## config.mk

```make
export PLATFORM = sky130hd
export DESIGN_NAME = rf_wb_sched_flat
export DESIGN_NICKNAME = d
export VERILOG_FILES = /design/src/rtl/rf_pkg.sv /design/src/rtl/rf_wb_sched_if.sv /design/src/rtl/rf_wb_sched_scoreboard.sv /design/src/rtl/rf_wb_sched.sv /design/src/flat_wrapper.sv
export SDC_FILE = /design/constraint.sdc
export NUM_CORES = 1
export LEC_CHECK = 0
export CAP_MARGIN = 20
export CELL_PAD_IN_SITES_DETAIL_PLACEMENT = 1
export CELL_PAD_IN_SITES_GLOBAL_PLACEMENT = 2
export CORE_AREA = 2 2 144 132
export CTS_BUF_LIST = sky130_fd_sc_hd__clkbuf_2
export DETAILED_ROUTE_END_ITERATION = 8
export DIE_AREA = 0 0 146 134
export GPL_TIMING_DRIVEN = 0
export PLACE_DENSITY = 0.74
export SYNTH_ARGS = -nofsm -noshare
export SYNTH_HDL_FRONTEND = slang
export SYNTH_SLANG_ARGS = --single-unit
```

## constraint.sdc

```tcl
create_clock -name clk -period 3.65 [get_ports clk]
set_clock_uncertainty 0.15 [all_clocks]
set_input_delay 0.9125 -clock clk [delete_from_list [all_inputs] [get_ports clk]]
set_output_delay 0.9125 -clock clk [all_outputs]
set_load 0.01 [all_outputs]
```

## src/rtl/rf_pkg.sv

```systemverilog
// Shared types and sizes for the register-file write-back scheduler.
// No logic; imported by the interface, the scoreboard and the top level.
package rf_pkg;

   localparam int XLEN       = 32;
   localparam int NREG       = 32;
   localparam int REG_ADDR_W = 5;

   typedef enum logic {
      WB_ALU = 1'b0,
      WB_LSU = 1'b1
   } wb_src_t;

   typedef struct packed {
      logic [REG_ADDR_W-1:0] rd;
      logic [XLEN-1:0]       dat;
   } wb_req_t;

endpackage

```

## src/rtl/rf_wb_sched_if.sv

```systemverilog
// Issue, write-back producer, register-file and lookup signals of rf_wb_sched.
// Bypass operand ports exist only when RF_WB_BYPASS_EN is defined.
interface rf_wb_sched_if;
   import rf_pkg::*;

   logic                  iss_valid;
   logic [REG_ADDR_W-1:0] iss_rd;
   logic                  iss_ready;

   logic                  alu_valid;
   logic                  alu_ready;
   logic [REG_ADDR_W-1:0] alu_rd;
   logic [XLEN-1:0]       alu_data;

   logic                  lsu_valid;
   logic                  lsu_ready;
   logic [REG_ADDR_W-1:0] lsu_rd;
   logic [XLEN-1:0]       lsu_data;

   logic                  rf_regwr;
   logic [REG_ADDR_W-1:0] rf_rd;
   logic [XLEN-1:0]       rf_busw;

   logic [REG_ADDR_W-1:0] rs1;
   logic [REG_ADDR_W-1:0] rs2;
   logic                  rs1_busy;
   logic                  rs2_busy;
   logic [NREG-1:0]       busy_mask;
   logic                  wb_err;

`ifdef RF_WB_BYPASS_EN
   logic [XLEN-1:0]       rf_busa_in;
   logic [XLEN-1:0]       rf_busb_in;
   logic [XLEN-1:0]       opa;
   logic [XLEN-1:0]       opb;
`endif

   modport master (
`ifdef RF_WB_BYPASS_EN
      output rf_busa_in, rf_busb_in,
      input  opa, opb,
`endif
      output iss_valid, iss_rd,
      input  iss_ready,
      output alu_valid, alu_rd, alu_data,
      input  alu_ready,
      output lsu_valid, lsu_rd, lsu_data,
      input  lsu_ready,
      input  rf_regwr, rf_rd, rf_busw,
      output rs1, rs2,
      input  rs1_busy, rs2_busy, busy_mask, wb_err
   );

   modport slave (
`ifdef RF_WB_BYPASS_EN
      input  rf_busa_in, rf_busb_in,
      output opa, opb,
`endif
      input  iss_valid, iss_rd,
      output iss_ready,
      input  alu_valid, alu_rd, alu_data,
      output alu_ready,
      input  lsu_valid, lsu_rd, lsu_data,
      output lsu_ready,
      output rf_regwr, rf_rd, rf_busw,
      input  rs1, rs2,
      output rs1_busy, rs2_busy, busy_mask, wb_err
   );

endinterface

```

## src/rtl/rf_wb_sched_scoreboard.sv

```systemverilog
// Busy-mask scoreboard: set on issue, clear on write-back, WAW stall and RAW lookups.
// Lookups are combinational from the registered mask; wb_err is sticky until reset.
module rf_scoreboard
   import rf_pkg::*;
(
   input  logic                  clk,
   input  logic                  rst_n,
   input  logic                  iss_valid,
   input  logic [REG_ADDR_W-1:0] iss_rd,
   output logic                  iss_ready,
   input  logic                  clr_vld,
   input  logic [REG_ADDR_W-1:0] clr_rd,
   input  logic [REG_ADDR_W-1:0] rs1,
   input  logic [REG_ADDR_W-1:0] rs2,
   output logic                  rs1_busy,
   output logic                  rs2_busy,
   output logic [NREG-1:0]       busy_mask,
   output logic                  wb_err
);

   logic [NREG-1:0] busy_q, busy_d;
   logic            wb_err_q, wb_err_d;
   logic            iss_ok;

   // Uses the pre-clear mask, so a same-cycle set/clear of one register cannot happen.
   assign iss_ok = !((iss_rd != '0) && busy_q[iss_rd]);

   always_comb begin
      busy_d = busy_q;
      if (clr_vld) begin
         busy_d[clr_rd] = 1'b0;
      end
      if (iss_valid && iss_ok && (iss_rd != '0)) begin
         busy_d[iss_rd] = 1'b1;
      end
      busy_d[0] = 1'b0;
      wb_err_d = wb_err_q | (clr_vld && (clr_rd != '0) && !busy_q[clr_rd]);
   end

   always_ff @(posedge clk or negedge rst_n) begin
      if (!rst_n) begin
         busy_q   <= '0;
         wb_err_q <= 1'b0;
      end else begin
         busy_q   <= busy_d;
         wb_err_q <= wb_err_d;
      end
   end

   assign iss_ready = iss_ok;
   assign rs1_busy  = busy_q[rs1];
   assign rs2_busy  = busy_q[rs2];
   assign busy_mask = busy_q;
   assign wb_err    = wb_err_q;

endmodule

```

## src/rtl/rf_wb_sched.sv

```systemverilog
// Round-robin ALU/LSU write-back arbiter driving a registered RF write port; rf_regwr the cycle after acceptance.
// Loser of a tie waits a cycle; RF_WB_BYPASS_EN adds operand forwarding and clears busy at acceptance.
module rf_wb_sched (
   input logic          clk,
   input logic          rst_n,
   rf_wb_sched_if.slave bus
);
   import rf_pkg::*;

   wb_src_t               last_q, last_d;
   wb_req_t               out_q, out_d;
   logic                  regwr_q, regwr_d;
   logic                  alu_gnt, lsu_gnt;
   logic                  acc_vld;
   wb_req_t               acc;
   logic                  clr_vld;
   logic [REG_ADDR_W-1:0] clr_rd;

   // On a tie the requester that did not win last time is granted.
   assign alu_gnt = bus.alu_valid && (!bus.lsu_valid || (last_q == WB_LSU));
   assign lsu_gnt = bus.lsu_valid && (!bus.alu_valid || (last_q == WB_ALU));

   always_comb begin
      acc_vld = alu_gnt || lsu_gnt;
      acc     = lsu_gnt ? '{rd: bus.lsu_rd, dat: bus.lsu_data}
                        : '{rd: bus.alu_rd, dat: bus.alu_data};
      last_d  = last_q;
      if (alu_gnt) begin
         last_d = WB_ALU;
      end else if (lsu_gnt) begin
         last_d = WB_LSU;
      end
      out_d   = acc_vld ? acc : out_q;
      regwr_d = acc_vld && (acc.rd != '0);
   end

   always_ff @(posedge clk or negedge rst_n) begin
      if (!rst_n) begin
         last_q  <= WB_LSU;
         out_q   <= '0;
         regwr_q <= 1'b0;
      end else begin
         last_q  <= last_d;
         out_q   <= out_d;
         regwr_q <= regwr_d;
      end
   end

`ifdef RF_WB_BYPASS_EN
   // Forwarding covers the rf_regwr cycle, so the busy bit can drop at acceptance.
   assign clr_vld = acc_vld;
   assign clr_rd  = acc.rd;

   assign bus.opa = (regwr_q && (out_q.rd == bus.rs1) && (bus.rs1 != '0)) ? out_q.dat : bus.rf_busa_in;
   assign bus.opb = (regwr_q && (out_q.rd == bus.rs2) && (bus.rs2 != '0)) ? out_q.dat : bus.rf_busb_in;
`else
   assign clr_vld = regwr_q;
   assign clr_rd  = out_q.rd;
`endif

   rf_scoreboard u_sb (
      .clk       (clk),
      .rst_n     (rst_n),
      .iss_valid (bus.iss_valid),
      .iss_rd    (bus.iss_rd),
      .iss_ready (bus.iss_ready),
      .clr_vld   (clr_vld),
      .clr_rd    (clr_rd),
      .rs1       (bus.rs1),
      .rs2       (bus.rs2),
      .rs1_busy  (bus.rs1_busy),
      .rs2_busy  (bus.rs2_busy),
      .busy_mask (bus.busy_mask),
      .wb_err    (bus.wb_err)
   );

   assign bus.alu_ready = alu_gnt;
   assign bus.lsu_ready = lsu_gnt;
   assign bus.rf_regwr  = regwr_q;
   assign bus.rf_rd     = out_q.rd;
   assign bus.rf_busw   = out_q.dat;

endmodule

```

## src/flat_wrapper.sv

```systemverilog
// flat-port wrapper written by rule: the top's interface ports become plain ports
module rf_wb_sched_flat import rf_pkg::*;
  (clk, rst_n, bus_iss_valid, bus_iss_rd, bus_iss_ready, bus_alu_valid, bus_alu_rd, bus_alu_data, bus_alu_ready, bus_lsu_valid, bus_lsu_rd, bus_lsu_data, bus_lsu_ready, bus_rf_regwr, bus_rf_rd, bus_rf_busw, bus_rs1, bus_rs2, bus_rs1_busy, bus_rs2_busy, bus_busy_mask, bus_wb_err);
  rf_wb_sched_if bus_i ();
  input logic clk;
  input logic rst_n;
  input wire logic [$bits(bus_i.iss_valid)-1:0] bus_iss_valid;
  input wire logic [$bits(bus_i.iss_rd)-1:0] bus_iss_rd;
  output wire logic [$bits(bus_i.iss_ready)-1:0] bus_iss_ready;
  input wire logic [$bits(bus_i.alu_valid)-1:0] bus_alu_valid;
  input wire logic [$bits(bus_i.alu_rd)-1:0] bus_alu_rd;
  input wire logic [$bits(bus_i.alu_data)-1:0] bus_alu_data;
  output wire logic [$bits(bus_i.alu_ready)-1:0] bus_alu_ready;
  input wire logic [$bits(bus_i.lsu_valid)-1:0] bus_lsu_valid;
  input wire logic [$bits(bus_i.lsu_rd)-1:0] bus_lsu_rd;
  input wire logic [$bits(bus_i.lsu_data)-1:0] bus_lsu_data;
  output wire logic [$bits(bus_i.lsu_ready)-1:0] bus_lsu_ready;
  output wire logic [$bits(bus_i.rf_regwr)-1:0] bus_rf_regwr;
  output wire logic [$bits(bus_i.rf_rd)-1:0] bus_rf_rd;
  output wire logic [$bits(bus_i.rf_busw)-1:0] bus_rf_busw;
  input wire logic [$bits(bus_i.rs1)-1:0] bus_rs1;
  input wire logic [$bits(bus_i.rs2)-1:0] bus_rs2;
  output wire logic [$bits(bus_i.rs1_busy)-1:0] bus_rs1_busy;
  output wire logic [$bits(bus_i.rs2_busy)-1:0] bus_rs2_busy;
  output wire logic [$bits(bus_i.busy_mask)-1:0] bus_busy_mask;
  output wire logic [$bits(bus_i.wb_err)-1:0] bus_wb_err;
  assign bus_i.iss_valid = bus_iss_valid;
  assign bus_i.iss_rd = bus_iss_rd;
  assign bus_iss_ready = bus_i.iss_ready;
  assign bus_i.alu_valid = bus_alu_valid;
  assign bus_i.alu_rd = bus_alu_rd;
  assign bus_i.alu_data = bus_alu_data;
  assign bus_alu_ready = bus_i.alu_ready;
  assign bus_i.lsu_valid = bus_lsu_valid;
  assign bus_i.lsu_rd = bus_lsu_rd;
  assign bus_i.lsu_data = bus_lsu_data;
  assign bus_lsu_ready = bus_i.lsu_ready;
  assign bus_rf_regwr = bus_i.rf_regwr;
  assign bus_rf_rd = bus_i.rf_rd;
  assign bus_rf_busw = bus_i.rf_busw;
  assign bus_i.rs1 = bus_rs1;
  assign bus_i.rs2 = bus_rs2;
  assign bus_rs1_busy = bus_i.rs1_busy;
  assign bus_rs2_busy = bus_i.rs2_busy;
  assign bus_busy_mask = bus_i.busy_mask;
  assign bus_wb_err = bus_i.wb_err;
  rf_wb_sched u_core (.clk(clk), .rst_n(rst_n), .bus(bus_i));
endmodule
```

==> results.md <==
* Status: completed
* Largest area contributor in the netlist: dfrtp_1
* Seq/Total Area, Yosys at a little over two fifths
* Top cells by count, synth: 70 x dfrtp_1, 63 x nor2_1, 45 x o21ai_0
* Critical path class: in2out
* CTS buffer count at 9
* Worst slew pin tran at ~610 ps
* Crit. End Element: primary output
* Multi-input gate area at 0.00229 sq mm
* Post-synth ARST share at 100%
* CTS Sinks at 71
* Layout cell share with drive strength beyond 1 at about a fifth
* H-tree Lvls at 3
* CP max FO at 10
* Pin count of the biggest net entering global routing at 46
* Worst Reg-to-Reg Cells at 7
* Via density at about 5.1
* First-pass GRT wire length at about 28000 um
* Post-route ant nets at 0
* Tot GR Track Use at 18.8%
* Post-Synth Simple-Gate Area at 13.9%
* Drt pass-1 iters at 6
* Final hold vios at 0
* Initial antenna violation count at 1
* Area grow syn2layout at 53.6%
* Drt drc at 0
* Pleak at approximately 2.5 nW
* # fillers at roughly 2100
* Cell count after synthesis at a little over 400
* Max_cap viols at 0
* Mux cell area share after synthesis at roughly 20%
* Reg2reg setup slack at ~1200 ps
* Minimum clock period at 3620 ps
* Die X at 146 um
* Largest family of logic cells by synthesized area: multiplexers
* Crit path DAT at about 2600 ps
* Final core occ at between 30% and 40%
* Core Region at between 0.015 and 0.02 sq mm
* Row count at 47
* Clock Tree Buf Depth at 2
* Post-Synth Adder-Cell Area at 0%
* Synth Register Bits at between 70 and 80
* Initial Utilization at approximately a quarter
* Synth top area cells: dfrtp_1 41%, mux4_2 15%, nor2_1 5.6%
* Period utilization at 99.1%
* DRT iter0 DRCs at ~180
* Power density of the placed cells at slightly below 600 mW/mm^2
* Worst-skew pair later-pin latency at around 600 ps
* Max-slew headroom at roughly three fifths
* XOR/XNOR share of the synthesized area at 0%
* Avg Cell Area, Syn at 10.3 sq um
* Dominant synthesized flop cell: dfrtp_1
* Maximum vdd drop at ~0.16 mV
* Compound-Gate Fraction of Synth Area at 19.5%
* Clock Pin Slew Worst Setup and Hold Paths at 270 ps
* Port bufs at approximately 160
* Clk root buf: clkbuf_2
* Worst Hold Margin at just over 40 ps
* I/O pin total at between 150 and 200
* Setup TNS Final at 0 ps
* RSZ-0062 raised after global routing: true
* CTS tree: yes
* Max Slew Vio Count at 0
* Post-synth EDFFs at 0
* Final Setup Violations at 0
* Count leader, synth: dfrtp_1
* Die Area at 0.0196 sq mm
* HPWL Detailed at about 14000 um
* Seq. cell area at 0.00179 sq mm
* Total number of vias at between 4000 and 5000
* Number of global-route vias before repair at approximately 4700
* Synth Net Count at 507
* Hold WC Path Type: in2async
* Yosys cell types at 46
* Die height at approximately 130 um
* Crit start category: input pin
* Gpl congestion at 0.891
* Max Freq at about 280 MHz
* Total Routed Length at between 15000 and 20000 um
* Nets at between 600 and 700
* Data required, critical path at 2590 ps
* Avg WL per Cell at between 20 and 25 um
* Synth top area share at roughly 41%
* Total grt overflow at 0
* Syn. warnings at 0
* Synth Cell Area at 0.00424 sq mm
path summary, 6_finish.rpt:
kind | startpoint | endpoint
min | rst_n | u_core.u_sb.wb_err
min in group clk | u_core.bus.rf_busw[26] | u_core.bus.rf_busw[26]
max in group asynchronous | rst_n | u_core.u_sb.busy_mask[7]
max reg2reg | u_core.u_sb.busy_mask[4] | u_core.u_sb.busy_mask[13]
min reg2reg | u_core.bus.rf_busw[26] | u_core.bus.rf_busw[26]
max | bus_iss_rd[4] | bus_iss_ready
cell type report:
class	instances	share of cell area, %
Antenna cell	1	0.0385
Buffer	33	3.02
Clock buffer	9	0.692
Clock inverter	7	1.12
Inverter	12	0.692
Multi-Input combinational cell	296	35.2
Sequential cell	71	27.5
Tap cell	245	4.71
Timing Repair Buffer	180	27.1
per-layer routing:
layer / track usage [%] / wire length (um) / up-vias
li1: - / - / 1933
met1: 22.9 / 7320 / 2228
met2: 32.8 / 9260 / 155
met3: 4.32 / 1120 / 32
met4: 6.42 / 428 / 0
met5: 0 / 0 / -
through the flow:
stage / setup slack (ps) / power (mW) / area [sq um] / cells
finish: 33.3 / 3.80 / 6510 / 854
detailed placement: -1020 / 3.11 / 6160 / 818
floorplan: 129 / 2.14 / 4240 / 413
global route: -61.6 / 4.03 / 6510 / 854
CTS: -6.05 / 3.80 / 6480 / 853
global placement: -1120 / 3.07 / 6140 / 817
layout by cell type, fill, tap and decap left out, drive strengths merged, types with 3 or more instances in the layout:
master	instances
nor3	3
dfrtp	70
or3b	6
inv	13
clkinvlp	4
mux2i	17
clkdlybuf4s50	154
nand3b	8
nand3	5
o31ai	14
a21oi	15
nand2	10
o21ai	46
buf	34
nor2b	8
nor2	63
mux4	29
a31oi	8
o22ai	34
nand2b	4
clkbuf	34
flip-flops by register name (all words and copies together) (netlist names):
register,count
u_core.u_sb.busy_mask,31
u_core.u_sb.wb_err,1
u_core.bus.rf_rd,5
u_core.last_q,1
u_core.bus.rf_busw,32
u_core.bus.rf_regwr,1
cells by family after synthesis:
kind of cell / count (synthesis)
AND/OR/NAND/NOR: 119
other: 1
flip-flops: 71
buffers and inverters: 46
multiplexers: 48
AO/OA/AOI/OAI: 128
report_power, final:
group | total (mW) | switching (mW) | internal, mW
Clock | 0.492 | 0.335 | 0.157
Combinational | 1.99 | 0.844 | 1.14
Sequential | 1.32 | 0.302 | 1.02
what timing repair did:
item,4_1_cts,5_1_grt
resized for setup,46,5
pin swaps,2,0
setup buffers,20,1
endpoints found under the setup margin,5,4
hold buffers,0,0
worst max-delay path: stages:
cell	delay, ps
clkbuf_2	200
or3b_1	200
buf_2	200
o22ai_1	120
a2111o_1	500
a2111oi_4	230
buf_2	190
No activity file was read; power rests on OpenSTA's default activity.
